File: src/rtl/svnet_pipeline_free_space_manager_if.sv
// svnet_pipeline_free_space_manager_if: producer/sink credit bus around the free-space manager
interface svnet_pipeline_free_space_manager_if #(
   parameter int DEPTH = 16,
   parameter int DELAY = 4
);
   localparam int FW = $clog2(DEPTH) + 1;
   localparam int CW = $clog2(DELAY + 1);
   logic [FW-1:0] sink_free_space;
   logic          sink_write;
   logic [FW-1:0] pipeline_free_space;
   logic          pipeline_write;
   logic [CW-1:0] in_flight;
   logic          overflow_error;
   logic          underflow_error;
   logic          clear_error;
   modport master (
      output sink_free_space, pipeline_write, clear_error,
      input  sink_write, pipeline_free_space, in_flight, overflow_error, underflow_error
   );
   modport slave (
      input  sink_free_space, pipeline_write, clear_error,
      output sink_write, pipeline_free_space, in_flight, overflow_error, underflow_error
   );
endinterface

File: src/rtl/svnet_pipeline_free_space_manager.sv
// svnet_pipeline_free_space_manager: delays producer writes to the sink and reports credit net of in-flight writes
module svnet_pipeline_free_space_manager #(
   parameter int DEPTH = 16,
   parameter int DELAY = 4
) (
   input logic                            clk,
   input logic                            rst_n,
   svnet_pipeline_free_space_manager_if.slave bus
);
   localparam int FW = $clog2(DEPTH) + 1;
   localparam int CW = $clog2(DELAY + 1);
   logic [DELAY-1:0] line;
   logic [CW-1:0]    in_flight;
   logic             starved;
   logic             accept;
   logic             overflow_error;
   logic             underflow_error;
   // Credit seen by the producer; clamps to zero when the sink lost space behind our back
   always_comb begin
      starved                 = 32'(in_flight) > 32'(bus.sink_free_space);
      bus.pipeline_free_space = starved ? '0 : bus.sink_free_space - FW'(in_flight);
      accept                  = bus.pipeline_write && (bus.pipeline_free_space != '0);
   end
   assign bus.sink_write      = line[DELAY-1];
   assign bus.in_flight       = in_flight;
   assign bus.overflow_error  = overflow_error;
   assign bus.underflow_error = underflow_error;
   // Valid line and in-flight count; reset discards everything still travelling
   always_ff @(posedge clk) begin
      if (!rst_n) begin
         line      <= '0;
         in_flight <= '0;
      end else begin
         line[0] <= accept;
         for (int i = 1; i < DELAY; i++) line[i] <= line[i-1];
         in_flight <= in_flight + CW'(accept) - CW'(line[DELAY-1]);
      end
   end
   // Sticky error flags; a new violation wins over a simultaneous clear
   always_ff @(posedge clk) begin
      if (!rst_n) begin
         overflow_error  <= 1'b0;
         underflow_error <= 1'b0;
      end else begin
         overflow_error  <= (bus.pipeline_write && bus.pipeline_free_space == '0) || (overflow_error && !bus.clear_error);
         underflow_error <= starved || (underflow_error && !bus.clear_error);
      end
   end
   a_count_matches_line : assert property (@(posedge clk) disable iff (!rst_n) 32'(in_flight) == $countones(line));
   a_arrival_has_room   : assert property (@(posedge clk) disable iff (!rst_n) bus.sink_write |-> bus.sink_free_space != '0);
endmodule
File: src/flat_wrapper.sv
// flat-port wrapper written by rule: the top's interface ports become plain ports
module svnet_pipeline_free_space_manager_flat 
#(
   parameter int DEPTH = 16,
   parameter int DELAY = 4
)
  (clk, rst_n, bus_sink_free_space, bus_pipeline_write, bus_clear_error, bus_sink_write, bus_pipeline_free_space, bus_in_flight, bus_overflow_error, bus_underflow_error);
  svnet_pipeline_free_space_manager_if #(.DEPTH(DEPTH), .DELAY(DELAY)) bus_i ();
  input logic clk;
  input logic rst_n;
  input wire logic [$bits(bus_i.sink_free_space)-1:0] bus_sink_free_space;
  input wire logic [$bits(bus_i.pipeline_write)-1:0] bus_pipeline_write;
  input wire logic [$bits(bus_i.clear_error)-1:0] bus_clear_error;
  output wire logic [$bits(bus_i.sink_write)-1:0] bus_sink_write;
  output wire logic [$bits(bus_i.pipeline_free_space)-1:0] bus_pipeline_free_space;
  output wire logic [$bits(bus_i.in_flight)-1:0] bus_in_flight;
  output wire logic [$bits(bus_i.overflow_error)-1:0] bus_overflow_error;
  output wire logic [$bits(bus_i.underflow_error)-1:0] bus_underflow_error;
  assign bus_i.sink_free_space = bus_sink_free_space;
  assign bus_i.pipeline_write = bus_pipeline_write;
  assign bus_i.clear_error = bus_clear_error;
  assign bus_sink_write = bus_i.sink_write;
  assign bus_pipeline_free_space = bus_i.pipeline_free_space;
  assign bus_in_flight = bus_i.in_flight;
  assign bus_overflow_error = bus_i.overflow_error;
  assign bus_underflow_error = bus_i.underflow_error;
  svnet_pipeline_free_space_manager #(.DEPTH(DEPTH), .DELAY(DELAY)) u_core (.clk(clk), .rst_n(rst_n), .bus(bus_i));
endmodule
File: config.mk
export PLATFORM = sky130hd
export DESIGN_NAME = svnet_pipeline_free_space_manager_flat
export DESIGN_NICKNAME = d
export VERILOG_FILES = /design/src/rtl/svnet_pipeline_free_space_manager_if.sv /design/src/rtl/svnet_pipeline_free_space_manager.sv /design/src/flat_wrapper.sv
export SDC_FILE = /design/constraint.sdc
export NUM_CORES = 1
export LEC_CHECK = 0
export ABC_AREA = 0
export BUFFER_PORTS_ARGS = -buffer_cell sky130_fd_sc_hd__buf_2
export CAP_MARGIN = 20
export CORE_MARGIN = 1
export CORE_UTILIZATION = 39
export DETAILED_ROUTE_END_ITERATION = 8
export HOLD_SLACK_MARGIN = 0.03
export PLACE_DENSITY = 0.64
export SETUP_SLACK_MARGIN = 0.1
export SYNTH_ARGS = -nofsm -noshare
export SYNTH_HDL_FRONTEND = slang
export SYNTH_SLANG_ARGS = --single-unit
File: constraint.sdc
create_clock -name clk -period 3.6 [get_ports clk]
set_clock_uncertainty 0.2 [all_clocks]
set_input_delay 1.08 -clock clk [delete_from_list [all_inputs] [get_ports clk]]
set_output_delay 1.08 -clock clk [all_outputs]
set_load 0.01 [all_outputs]
==> reports/qor.csv, run 1 <==
metric,value,unit
outcome,"finished, final reports clean",
count of nets after finishing,109,
share of the synthesized area in compound gates (AO/OA/AOI/OAI),15.62,%
Fin. Hold Viols,0,
share of power burned in the clock network,14.8,%
Diodes inserted,0,
fraction of synthesized area in multiplexers,0,%
"Arr. time, crit path",2.24,ns
total number of vias,532,
cell-internal power,323.2,uW
maximum number of pins on one net before global-route repair,11,
synthesized area,576.8,um^2
detailed-route vias per instance,4.972,
switching part of the total,37.98,%
detailed placer's ending HPWL,843.1,um
end of the worst hold path,u_core.line[3],
Worst Hold Margin,0.2273,ns
first-pass GRT wire length,1794,um
final non-filler cell total,107,
Synth Register Bits,9,
hold buffer count at CTS,0,
adder-cell area share of the yosys netlist,17.79,%
core region area,1334,um^2
depth of the worst hold-timing path,1,
part of the power in combinational logic,60.1,%
number of cell rows,13,
Net Switching,197.9,uW
initial antenna violation count,0,
GRT overflow,0,
endpoint class of the critical path,output port,
DP Cell Count,100,
path category of the worst min-delay check,reg -> reg,
Simple-Gate Fraction of Synth Area,26.46,%
chip width,40.46,um
vias in the first global route,464,
worst hold start,u_core.line[2],
category of the critical setup timing path,in -> out,
part of the Yosys area used for sequential elements,31.24,%
post-detailed-route wirelength per cell,10.79,um
endpoint of the lowest-slack register-to-register path,u_core.bus.in_flight[2],
power density over the cells,609.0,nW/um^2
number of DRC violations after detailed-routing iteration 0,4,
CTS HTree Levels,1,
achievable frequency,284.1,MHz
slew at the pin with the worst max-slew slack,0.3219,ns
DRC violations left,0,
RSZ-0062 raised after global routing,true,
"Avg Cell Area, Syn",8.874,um^2
max cap viols,0,
"Clk Latency, worst-skew pair",0.26,ns
fraction of layout instances using a drive strength above 1,52.17,%
number of nets still failing antenna checks after routing,0,
share of power burned in registers,25.1,%
number of unique standard cell types used by synthesis,28,
Final setup viols,0,
global-route met2 utilization,27.38,%
GP Congestion,0.7637,
worst vdd ir,299.3,uV
quantity of I/O buffers inserted on ports,19,
CTS tree,built,
routing layer with the top usage in global route,met2,
first-pass iteration count of the detailed router,4,
P&R area growth vs syn,48.37,%
setup total negative slack,0,ns
Setup crit start kind,input port,
Register-to-Register Path Depth,11,
Final Cycle Share,97.78,%
maximum clock insertion buffer count,2,
Yosys Warn Count,0,
I/O pin count,20,
R2R Setup Slk,0.73,ns
Max Transition Viols Final,0,
CTS buffer count,3,
clk slew on worst S/H paths,0.06,ns
"wirelength, routed",1155,um
synthesized instance count,65,
required time at the worst-slack endpoint,2.32,ns
startpoint of the most critical register-to-register path,u_core.bus.in_flight[0],
Worst Setup Slack post-DPL,-0.1126,ns
Synth Area in XOR/XNOR,3.037,%
largest family of logic cells by synthesized area,simple AND/OR/NAND/NOR gates,
vertical extent of the die,40.46,um
syn nets,81,
floorplan die area,1637,um^2
fin worst setup slack,0.07988,ns
met3 track utilization from global routing,10.00,%
largest driver fanout on the critical path,4,
overall routing resource usage,17.12,%
fin crit period,3.520,ns
worst relative slew slack,78.49,%
Pleak,0.0004010,uW
Initial Util,43.25,%
CTS root buf,sky130_fd_sc_hd__clkbuf_4,
Sinks on Clock Net,9,
met1 routing resource usage after global routing,18.33,%
[cell type report]
| class | instances | area [um^2] |
|---|---|---|
| clock buffer | 4 | 26.28 |
| tap | 15 | 18.77 |
| fill | 111 | 478.0 |
| inverter | 7 | 28.78 |
| timing repair buffer | 25 | 158.9 |
| multi-input combinational | 47 | 442.9 |
| sequential | 9 | 180.2 |
[logic make-up (layout without fill, tap and decap cells)]
kind of cell | count (synthesis) | after routing
AND/OR/NAND/NOR | 28 | 28
flip-flops | 9 | 9
buffers and inverters | 9 | 36
XOR/XNOR | 2 | 2
adder cells (fa/ha/maj) | 7 | 7
AO/OA/AOI/OAI | 10 | 10
[cell usage in the layout (no fill, tap or decap), types with 2 or more instances in the layout]
master / n
sky130_fd_sc_hd__and2_1: 6
sky130_fd_sc_hd__inv_1: 6
sky130_fd_sc_hd__ha_4: 3
sky130_fd_sc_hd__buf_6: 3
sky130_fd_sc_hd__and2b_2: 2
sky130_fd_sc_hd__nor3_2: 2
sky130_fd_sc_hd__nand2_1: 4
sky130_fd_sc_hd__dfxtp_1: 9
sky130_fd_sc_hd__buf_2: 16
sky130_fd_sc_hd__nor2_2: 3
sky130_fd_sc_hd__nor2_1: 3
sky130_fd_sc_hd__clkbuf_4: 3
sky130_fd_sc_hd__buf_4: 6
sky130_fd_sc_hd__ha_1: 2
[critical path, cell delays in order]
cell and delay, ns:
sky130_fd_sc_hd__buf_6 0.08, sky130_fd_sc_hd__inv_4 0.03, sky130_fd_sc_hd__ha_4 0.14, sky130_fd_sc_hd__fa_2 0.32, sky130_fd_sc_hd__and2b_2 0.27, sky130_fd_sc_hd__nor3_2 0.06
sky130_fd_sc_hd__nand2_1 0.08, sky130_fd_sc_hd__nand2_2 0.06, sky130_fd_sc_hd__buf_6 0.12
[cells in the mapped netlist]
library cell,count,area (um^2)
sky130_fd_sc_hd__nand3b_1,1,7.510
sky130_fd_sc_hd__buf_1,1,3.750
sky130_fd_sc_hd__nor2b_1,1,6.260
sky130_fd_sc_hd__o31ai_2,1,12.51
sky130_fd_sc_hd__o21a_1,1,7.510
sky130_fd_sc_hd__xnor2_1,1,8.760
sky130_fd_sc_hd__fa_1,2,40.04
sky130_fd_sc_hd__o21ai_0,1,5.000
sky130_fd_sc_hd__a21o_1,1,7.510
sky130_fd_sc_hd__o41ai_1,1,8.760
sky130_fd_sc_hd__nor3_1,3,15.01
sky130_fd_sc_hd__or2_4,1,8.760
sky130_fd_sc_hd__nand2_1,5,18.77
sky130_fd_sc_hd__and2_1,6,37.54
sky130_fd_sc_hd__nand3_1,1,5.000
sky130_fd_sc_hd__a21oi_2,2,17.52
sky130_fd_sc_hd__nand2b_1,1,6.260
sky130_fd_sc_hd__ha_1,5,62.56
sky130_fd_sc_hd__nor2_1,6,22.52
sky130_fd_sc_hd__inv_1,7,26.28
sky130_fd_sc_hd__xor2_1,1,8.760
sky130_fd_sc_hd__and2b_2,2,17.52
sky130_fd_sc_hd__a21bo_2,1,10.01
sky130_fd_sc_hd__dfxtp_1,9,180.2
sky130_fd_sc_hd__clkbuf_1,1,3.750
sky130_fd_sc_hd__a2111oi_0,1,8.760
sky130_fd_sc_hd__a211oi_2,1,12.51
sky130_fd_sc_hd__nor3b_1,1,7.510
[registers in the layout (all words and copies together), names as in the netlist]
| register | count |
|---|---|
| u_core.line | 4 |
| u_core.bus.underflow_error | 1 |
| u_core.bus.overflow_error | 1 |
| u_core.bus.in_flight | 3 |
[how the worst max path moves through the flow]
stage | startpoint | end | cells after the start
floorplan | bus_sink_free_space[0] | u_core.bus.in_flight[2] | 11
global placement | bus_sink_free_space[0] | u_core.bus.in_flight[2] | 12
detailed placement | bus_sink_free_space[0] | u_core.bus.in_flight[2] | 12
CTS | bus_sink_free_space[2] | bus_pipeline_free_space[2] | 7
global route | bus_sink_free_space[0] | bus_pipeline_free_space[4] | 9
finish | bus_sink_free_space[0] | bus_pipeline_free_space[4] | 9
[power groups by stage]
stage / clock network, uW / registers, uW / logic [uW]
finish: 77.1 / 131 / 313
global route: 83.7 / 134 / 348
CTS: 79.5 / 131 / 264
detailed placement: 0 / 132 / 239
global placement: 0 / 132 / 235
floorplan: 0 / 137 / 148
[per-layer routing]
metal | wire length [um] | vias up
met3 | 100 | 2
met4 | 23 | 0
li1 | - | 271
met5 | 0 | -
met1 | 493 | 240
met2 | 538 | 19
[stage by stage]
| stage | area [um^2] | power [uW] | utilization [%] |
|---|---|---|---|
| floorplan | 578.1 | 284.7 | - |
| global placement | 706.9 | 366.5 | 53.00 |
| finish | 855.8 | 521.2 | 64.17 |
| CTS | 773.2 | 474.4 | 57.97 |
| global route | 855.8 | 565.9 | 64.17 |
| detailed placement | 706.9 | 370.6 | 53.00 |
[timing repair]
action                                  CTS  global route
pin swaps                                 3             7
setup buffers                             1             2
resized for setup                         8            12
endpoints found under the setup margin    5             6
Note: power is estimated with default switching activity, not from simulation.
==> run 2, diff against run 1 <==
--- a/config.mk
+++ b/config.mk
@@ -11,8 +11,9 @@
 export CORE_MARGIN = 1
 export CORE_UTILIZATION = 39
 export DETAILED_ROUTE_END_ITERATION = 8
+export GPL_TIMING_DRIVEN = 0
 export HOLD_SLACK_MARGIN = 0.03
-export PLACE_DENSITY = 0.64
+export PLACE_DENSITY = 0.79
 export SETUP_SLACK_MARGIN = 0.1
 export SYNTH_ARGS = -nofsm -noshare
 export SYNTH_HDL_FRONTEND = slang
==> run 2 against run 1 <==
Compared with the run above:
- clock power is 4.0% lower
- hold slack lost 0.010 ns
- register-to-register slack about the same
- count of clock-buffer cells in the layout unchanged
- combinational power fell by 2%
- design area down 1.3%
- utilization fell by 0.84 points
==> reports/qor.csv, run 2 (synthesis results as in run 1) <==
metric,value,unit,change
Pleak,0.0003993,uW,-0.42%
GRT overflow,0,,unchanged
Initial Util,43.25,%,unchanged
category of the critical setup timing path,in -> out,,
power density over the cells,607.0,nW/um^2,-0.32%
Slowest cell on crit path,sky130_fd_sc_hd__a21oi_4,,
overall routing resource usage,16.46,%,-0.67 points
quantity of I/O buffers inserted on ports,17,,-2
Register-to-Register Path Depth,11,,unchanged
detailed placer's ending HPWL,843.7,um,about the same
core region area,1334,um^2,unchanged
I/O pin count,20,,unchanged
endpoint of the lowest-slack register-to-register path,u_core.bus.in_flight[2],,
maximum number of pins on one net before global-route repair,11,,unchanged
path category of the worst min-delay check,reg -> reg,,
floorplan die area,1637,um^2,unchanged
Diodes inserted,0,,unchanged
number of cell rows,13,,unchanged
vertical extent of the die,40.46,um,unchanged
Setup crit start kind,input port,,
max cap viols,0,,unchanged
vias in the first global route,410,,-12%
flip-flop count of the largest register after layout,4,,unchanged
detailed-route vias per instance,4.889,,-1.7%
Final setup viols,0,,unchanged
cell chain of the critical path,buf_2 -> ha_1 -> nand2b_1 -> a21oi_4 -> nor2_4 -> a21bo_2 -> buf_6,,
Critical Path Max Stage Delay,0.28,ns,-0.04 ns
CTS tree,built,,
required time at the worst-slack endpoint,2.32,ns,about the same
number of cells on the critical path,7,,-2
"Clk Latency, worst-skew pair",0.25,ns,about the same
top flop regs,"u_core.line (4), u_core.bus.in_flight (3)",,
Worst Setup Slack post-DPL,-0.1324,ns,-0.01981 ns
Fin. Hold Viols,0,,unchanged
first-pass iteration count of the detailed router,4,,unchanged
CTS root buf,sky130_fd_sc_hd__clkbuf_4,,
"wirelength, routed",1222,um,+5.8%
"Arr. time, crit path",2.23,ns,about the same
total number of vias,528,,-0.75%
chip width,40.46,um,unchanged
R2R Setup Slk,0.74,ns,about the same
post-detailed-route wirelength per cell,11.31,um,+4.8%
worst relative slew slack,73.80,%,-4.7 points
hold buffer count at CTS,0,,unchanged
Max Transition Viols Final,0,,unchanged
final non-filler cell total,108,,+0.93%
fin crit period,3.511,ns,-0.008672 ns
GP Congestion,0.7409,,-3.0%
depth of the worst hold-timing path,1,,unchanged
P&R area growth vs syn,46.42,%,
CTS HTree Levels,1,,unchanged
final core area utilization,63.32,%,-0.84 points
outcome,"finished, final reports clean",,
initial antenna violation count,0,,unchanged
"leading cell type in the layout, fill and taps excluded",sky130_fd_sc_hd__buf_2,,
CTS buffer count,3,,unchanged
first-pass GRT wire length,1725,um,-3.8%
Sinks on Clock Net,9,,unchanged
Final Cycle Share,97.54,%,-0.24 points
fin worst setup slack,0.08855,ns,+0.008672 ns
endpoint class of the critical path,output port,,
RSZ-0062 raised after global routing,true,,
register bank with the most flops,u_core.line,,
number of nets still failing antenna checks after routing,0,,unchanged
cell family with most CP delay,compound AO/OA/AOI/OAI gates,,
end of the worst hold path,u_core.line[2],,
DP Cell Count,97,,-3.0%
number of buffer and inverter stages on the critical path,2,,-1
worst hold start,u_core.line[1],,
count of nets after finishing,110,,+0.92%
worst vdd ir,277.6,uV,-7.3%
fill cell instance count of the final layout,118,,+6.3%
"commonest non-fill, non-tap cells in the layout","sky130_fd_sc_hd__buf_2 (15), sky130_fd_sc_hd__dfxtp_1 (9), sky130_fd_sc_hd__buf_4 (7)",,
startpoint of the most critical register-to-register path,u_core.bus.in_flight[0],,
clk slew on worst S/H paths,0.06,ns,about the same
number of DRC violations after detailed-routing iteration 0,4,,unchanged
fraction of layout instances using a drive strength above 1,48.39,%,-3.8 points
largest driver fanout on the critical path,6,,+2
achievable frequency,284.8,MHz,+0.25%
DRC violations left,0,,unchanged
slew at the pin with the worst max-slew slack,0.3930,ns,+0.07106 ns
maximum clock insertion buffer count,2,,unchanged
## run 2: cell count changes in the layout (fill, tap and decap cells not counted)
cell	delta
sky130_fd_sc_hd__buf_1	+1
sky130_fd_sc_hd__buf_2	-1
sky130_fd_sc_hd__buf_4	+1
sky130_fd_sc_hd__buf_6	-1
sky130_fd_sc_hd__clkbuf_1	+1
sky130_fd_sc_hd__ha_1	+1
sky130_fd_sc_hd__ha_4	-1
sky130_fd_sc_hd__nand2_1	+1
sky130_fd_sc_hd__nand2_2	-1
sky130_fd_sc_hd__nor2_2	-1
sky130_fd_sc_hd__nor2_4	+1
sky130_fd_sc_hd__o21ai_0	+1
sky130_fd_sc_hd__o21ai_1	-1
## run 2: worst register-to-register path, cell delays in order (launching register included)
cell and delay [ns]:
sky130_fd_sc_hd__dfxtp_1 0.35, sky130_fd_sc_hd__ha_4 0.18, sky130_fd_sc_hd__fa_2 0.33, sky130_fd_sc_hd__and2b_2 0.26
sky130_fd_sc_hd__buf_4 0.11, sky130_fd_sc_hd__a21oi_2 0.03, sky130_fd_sc_hd__a2111oi_1 0.31, sky130_fd_sc_hd__nor3b_1 0.10
sky130_fd_sc_hd__ha_1 0.22, sky130_fd_sc_hd__fa_1 0.38, sky130_fd_sc_hd__xnor2_1 0.13, sky130_fd_sc_hd__and2_1 0.14
## run 2: metrics by stage
stage	TNS, ns	total power [uW]	area (um^2)	hold WS [ns]
finish	0	512.6	844.6	0.2171
CTS	0	465.7	778.2	0.2214
global placement	-0.3273	339.7	681.9	0.2142
floorplan	0	284.7	578.1	0.2057
detailed placement	-0.4491	348.2	681.9	0.2105
global route	0	552.1	844.6	0.2289
## run 2: area by class of cell
| cell class | count | area, um^2 | share of cell area [%] |
|---|---|---|---|
| Tap cell | 15 | 18.77 | 2.222 |
| Timing Repair Buffer | 24 | 150.1 | 17.78 |
| Sequential cell | 9 | 180.2 | 21.33 |
| Clock buffer | 4 | 26.28 | 3.111 |
| Inverter | 7 | 28.78 | 3.407 |
| Multi-Input combinational cell | 47 | 432.9 | 51.26 |
| Buffer | 2 | 7.507 | 0.8889 |
## run 2: power breakdown
| group | internal, uW | total [uW] | switching, uW |
|---|---|---|---|
| sequential | 117 | 132 | 14.7 |
| clock | 42.5 | 74.0 | 31.5 |
| combinational | 156 | 307 | 151 |
## run 2: worst max-delay path by stage
stage / start / end / slack (ns)
after global routing: bus_sink_free_space[0] / bus_pipeline_free_space[4] / 0.04
after floorplan: bus_sink_free_space[0] / u_core.bus.in_flight[2] / 0.12
after CTS: bus_sink_free_space[0] / bus_pipeline_free_space[4] / 0.09
final: bus_sink_free_space[1] / bus_pipeline_free_space[3] / 0.09
after global placement: bus_sink_free_space[2] / bus_pipeline_free_space[2] / -0.09
after detailed placement: bus_sink_free_space[2] / bus_pipeline_free_space[2] / -0.13
## run 2: metal layers
layer	vias to the layer above	wire, um	track usage [%]	share of wire, %
met5	-	0	0	0
met4	0	0	0	0
met3	0	77	8.333	6.3
met2	17	602	29.37	49
met1	236	542	18.39	44
li1	275	-	-	-
## run 2: what timing repair did
item	CTS	global route
gates resized for setup	12	5
pin swaps	4	6
buffers inserted	2	5
setup endpoints to repair	5	6
==> run 3, diff against run 2 <==
--- a/config.mk
+++ b/config.mk
@@ -5,7 +5,7 @@
 export SDC_FILE = /design/constraint.sdc
 export NUM_CORES = 1
 export LEC_CHECK = 0
-export ABC_AREA = 0
+export ABC_AREA = 1
 export BUFFER_PORTS_ARGS = -buffer_cell sky130_fd_sc_hd__buf_2
 export CAP_MARGIN = 20
 export CORE_MARGIN = 1
==> run 3 against run 2 <==
Compared with the run above:
- die area rose by 3.5%
- utilization shrank 4.5 points
- clock power is 2.8% higher
- critical endpoint is now bus_pipeline_free_space[4]
- design area fell by 4.9%
- via count grew 8.9%
- largest power group unchanged
==> reports/qor.csv, run 3 <==
metric,value,unit,change
outcome,"finished, final reports clean",,
number of cell rows,13,,unchanged
Pleak,0.0004748,uW,+19%
Diodes inserted,0,,unchanged
share of power burned in registers,30.7,%,+5.0 points
endpoint class of the critical path,output port,,
Worst Hold Margin,0.2108,ns,-0.006369 ns
Fin. Hold Viols,0,,unchanged
"commonest non-fill, non-tap cells in the layout","sky130_fd_sc_hd__inv_1 (24), sky130_fd_sc_hd__buf_2 (17), sky130_fd_sc_hd__nand2_1 (16)",,
Simple-Gate Fraction of Synth Area,27.41,%,+0.94 points
Final setup viols,0,,unchanged
Final Cycle Share,95.51,%,-2.0 points
required time at the worst-slack endpoint,2.32,ns,about the same
CTS root buf,sky130_fd_sc_hd__clkbuf_4,,
total area of multi-input combinational cells,347.8,um^2,-20%
library cell with the highest instance count after synthesis,sky130_fd_sc_hd__inv_1,,
"Avg Cell Area, Syn",7.036,um^2,-21%
Critical Path Max Stage Delay,0.36,ns,+0.08 ns
total power of the final layout,390.8,uW,-24%
power density over the cells,486.6,nW/um^2,-20%
fraction of synthesized area in multiplexers,0,%,unchanged
syn nets,101,,+25%
final non-filler cell total,125,,+16%
detailed-route vias per instance,4.600,,-5.9%
cell-internal power,238.0,uW,-25%
Synth area leader,sky130_fd_sc_hd__dfxtp_1,,
Initial Util,43.77,%,+0.53 points
largest family of logic cells by synthesized area,simple AND/OR/NAND/NOR gates,,
max cap viols,0,,unchanged
largest driver fanout on the critical path,2,,-4
Synth Area in XOR/XNOR,2.929,%,-0.11 points
"Clk Latency, worst-skew pair",0.26,ns,about the same
part of the Yosys area used for sequential elements,30.13,%,-1.1 points
hold buffer count at CTS,0,,unchanged
Yosys Warn Count,0,,unchanged
summed area of non-filler cells in the final layout,803.3,um^2,-4.9%
CTS buffer count,3,,unchanged
slew at the pin with the worst max-slew slack,0.1869,ns,-0.2061 ns
GP Congestion,0.7016,,-5.3%
first-pass iteration count of the detailed router,4,,unchanged
Synth Flop Type,sky130_fd_sc_hd__dfxtp_1,,
Slowest cell on crit path,sky130_fd_sc_hd__fa_2,,
P&R area growth vs syn,34.31,%,
Synth Register Bits,9,,unchanged
vias in the first global route,460,,+12%
first-pass GRT wire length,1690,um,-2.0%
initial antenna violation count,0,,unchanged
vertical extent of the die,41.16,um,+1.7%
R2R Setup Slk,0.72,ns,-0.02 ns
maximum clock insertion buffer count,2,,unchanged
Max Transition Viols Final,0,,unchanged
chip width,41.16,um,+1.7%
largest cells by area after synthesis,"sky130_fd_sc_hd__dfxtp_1 (30%), sky130_fd_sc_hd__inv_1 (17%), sky130_fd_sc_hd__nand2_1 (11%)",,
flip-flop count of the largest register after layout,4,,unchanged
quantity of I/O buffers inserted on ports,19,,+2
CTS tree,built,,
start point of the critical path,bus_sink_free_space[0],,
maximum number of pins on one net before global-route repair,7,,-4
Setup crit start kind,input port,,
synthesized area,598.1,um^2,+3.7%
register bank with the most flops,u_core.line,,
clk slew on worst S/H paths,0.06,ns,about the same
post-synth top area share,30.13,%,-1.1 points
number of unique standard cell types used by synthesis,20,,-29%
register area,180.2,um^2,unchanged
Worst setup endpoint,bus_pipeline_free_space[4],,
number of DRC violations after detailed-routing iteration 0,5,,+1
overall routing resource usage,15.51,%,-0.95 points
category of the critical setup timing path,in -> out,,
fin crit period,3.438,ns,-0.07308 ns
setup total negative slack,0,ns,unchanged
path category of the worst min-delay check,reg -> reg,,
startpoint of the most critical register-to-register path,u_core.bus.in_flight[1],,
"wirelength, routed",1219,um,-0.25%
adder-cell area share of the yosys netlist,17.15,%,-0.63 points
Register-to-Register Path Depth,14,,+3
CTS HTree Levels,1,,unchanged
floorplan die area,1694,um^2,+3.5%
switching part of the total,39.11,%,+0.67 points
RSZ-0062 raised after global routing,true,,
top flop regs,"u_core.line (4), u_core.bus.in_flight (3)",,
share of power burned in the clock network,19.5,%,+5.1 points
endpoint of the lowest-slack register-to-register path,u_core.bus.in_flight[2],,
Net Switching,152.8,uW,-22%
cell chain of the critical path,buf_6 -> inv_4 -> ha_4 -> fa_2 -> inv_2 -> nand2_2 -> nand3_2 -> nand2_1 -> nand3_2 -> inv_2 -> buf_6,,
"leading cell type in the layout, fill and taps excluded",sky130_fd_sc_hd__inv_1,,
DRC violations left,0,,unchanged
part of the power in combinational logic,49.8,%,-10 points
count of nets after finishing,127,,+15%
DP Cell Count,119,,+23%
I/O pin count,20,,unchanged
"Arr. time, crit path",2.16,ns,-0.07 ns
detailed placer's ending HPWL,946.4,um,+12%
worst relative slew slack,87.52,%,+14 points
achievable frequency,290.8,MHz,+2.1%
"EDFF count, synth",0,,unchanged
Sinks on Clock Net,9,,unchanged
post-detailed-route wirelength per cell,9.752,um,-14%
cell area after placement,711.9,um^2,+4.4%
fraction of layout instances using a drive strength above 1,37.27,%,-11 points
proportion of synthesized flip-flops having asynchronous set or reset,0,%,unchanged
synthesized instance count,85,,+31%
fill cell instance count of the final layout,133,,+13%
ranking of synthesized cells by instance count,"sky130_fd_sc_hd__inv_1 (27), sky130_fd_sc_hd__nand2_1 (17), sky130_fd_sc_hd__dfxtp_1 (9), sky130_fd_sc_hd__ha_1 (5), sky130_fd_sc_hd__nand3_1 (5)",,
total number of vias,575,,+8.9%
share of the synthesized area in compound gates (AO/OA/AOI/OAI),4.812,%,-11 points
number of nets still failing antenna checks after routing,0,,unchanged
GRT overflow,0,,unchanged
worst vdd ir,191.0,uV,-31%
core region area,1366,um^2,+2.4%
-- run 3: changes by cell type in the layout (fill, tap and decap cells not counted), moves of 3 or more --
cell,delta
sky130_fd_sc_hd__a21oi_1,+3
sky130_fd_sc_hd__and2_1,-6
sky130_fd_sc_hd__buf_4,-5
sky130_fd_sc_hd__inv_1,+18
sky130_fd_sc_hd__inv_2,+3
sky130_fd_sc_hd__nand2_1,+11
sky130_fd_sc_hd__nand2_2,+3
sky130_fd_sc_hd__nand3_2,+3
-- run 3: metal layers --
metal  share of wire (%)  GRT usage (%)
met1                  42          16.56
met2                  53          28.52
met3                 4.4          1.630
met4                0.33          9.677
met5                   0              0
-- run 3: area by class of cell --
| cell class | count | area share (%) |
|---|---|---|
| Clock buffer | 4 | 3.271 |
| Sequential cell | 9 | 22.43 |
| Inverter | 28 | 13.40 |
| Multi-Input combinational cell | 48 | 43.30 |
| Tap cell | 15 | 2.336 |
| Timing Repair Buffer | 21 | 15.26 |
-- run 3: stage by stage --
stage,worst slack (ns),utilization [%]
floorplan,0.1226,-
global placement,-0.04744,52.11
finish,0.1616,58.79
global route,0.09010,58.79
detailed placement,-0.1039,52.11
CTS,0.1185,56.96
-- run 3: critical path, delay by kind of cell --
| family | cells | cell delay (ns) |
|---|---|---|
| simple gates | 4 | 0.25 |
| buf+inv | 5 | 0.32 |
| fa+ha+maj | 2 | 0.51 |
-- run 3: what timing repair did --
item,4_1_cts,5_1_grt
setup endpoints to repair,2,4
pin swaps,2,3
resized for setup,8,7
setup buffers,1,1
-- run 3: power groups by stage --
stage          clock [uW]  combinational (uW)  sequential, uW
5_1_grt              84.9                 220             121
4_1_cts              80.7                 183             120
6_report             76.1                 195             120
2_1_floorplan           0                 116             125
3_3_place_gp            0                 165             121
3_5_place_dp            0                 171             121
-- run 3: worst min path at each step --
| stage | from | end | slack, ns | depth (start not counted) |
|---|---|---|---|---|
| 6_report | u_core.line[2] | u_core.line[3] | 0.21 | 2 |
| 5_1_grt | u_core.line[1] | u_core.line[2] | 0.23 | 2 |
| 4_1_cts | u_core.line[1] | u_core.line[2] | 0.22 | 2 |
| 3_5_place_dp | u_core.line[2] | u_core.line[3] | 0.21 | 2 |
| 3_3_place_gp | u_core.line[2] | u_core.line[3] | 0.20 | 2 |
| 2_1_floorplan | u_core.line[1] | u_core.line[2] | 0.19 | 2 |
-- run 3: logic make-up after synthesis --
kind of cell | after synthesis
buffers and inverters | 28
XOR/XNOR | 2
AND/OR/NAND/NOR | 34
adder cells (fa/ha/maj) | 7
AO/OA/AOI/OAI | 5
flip-flops | 9
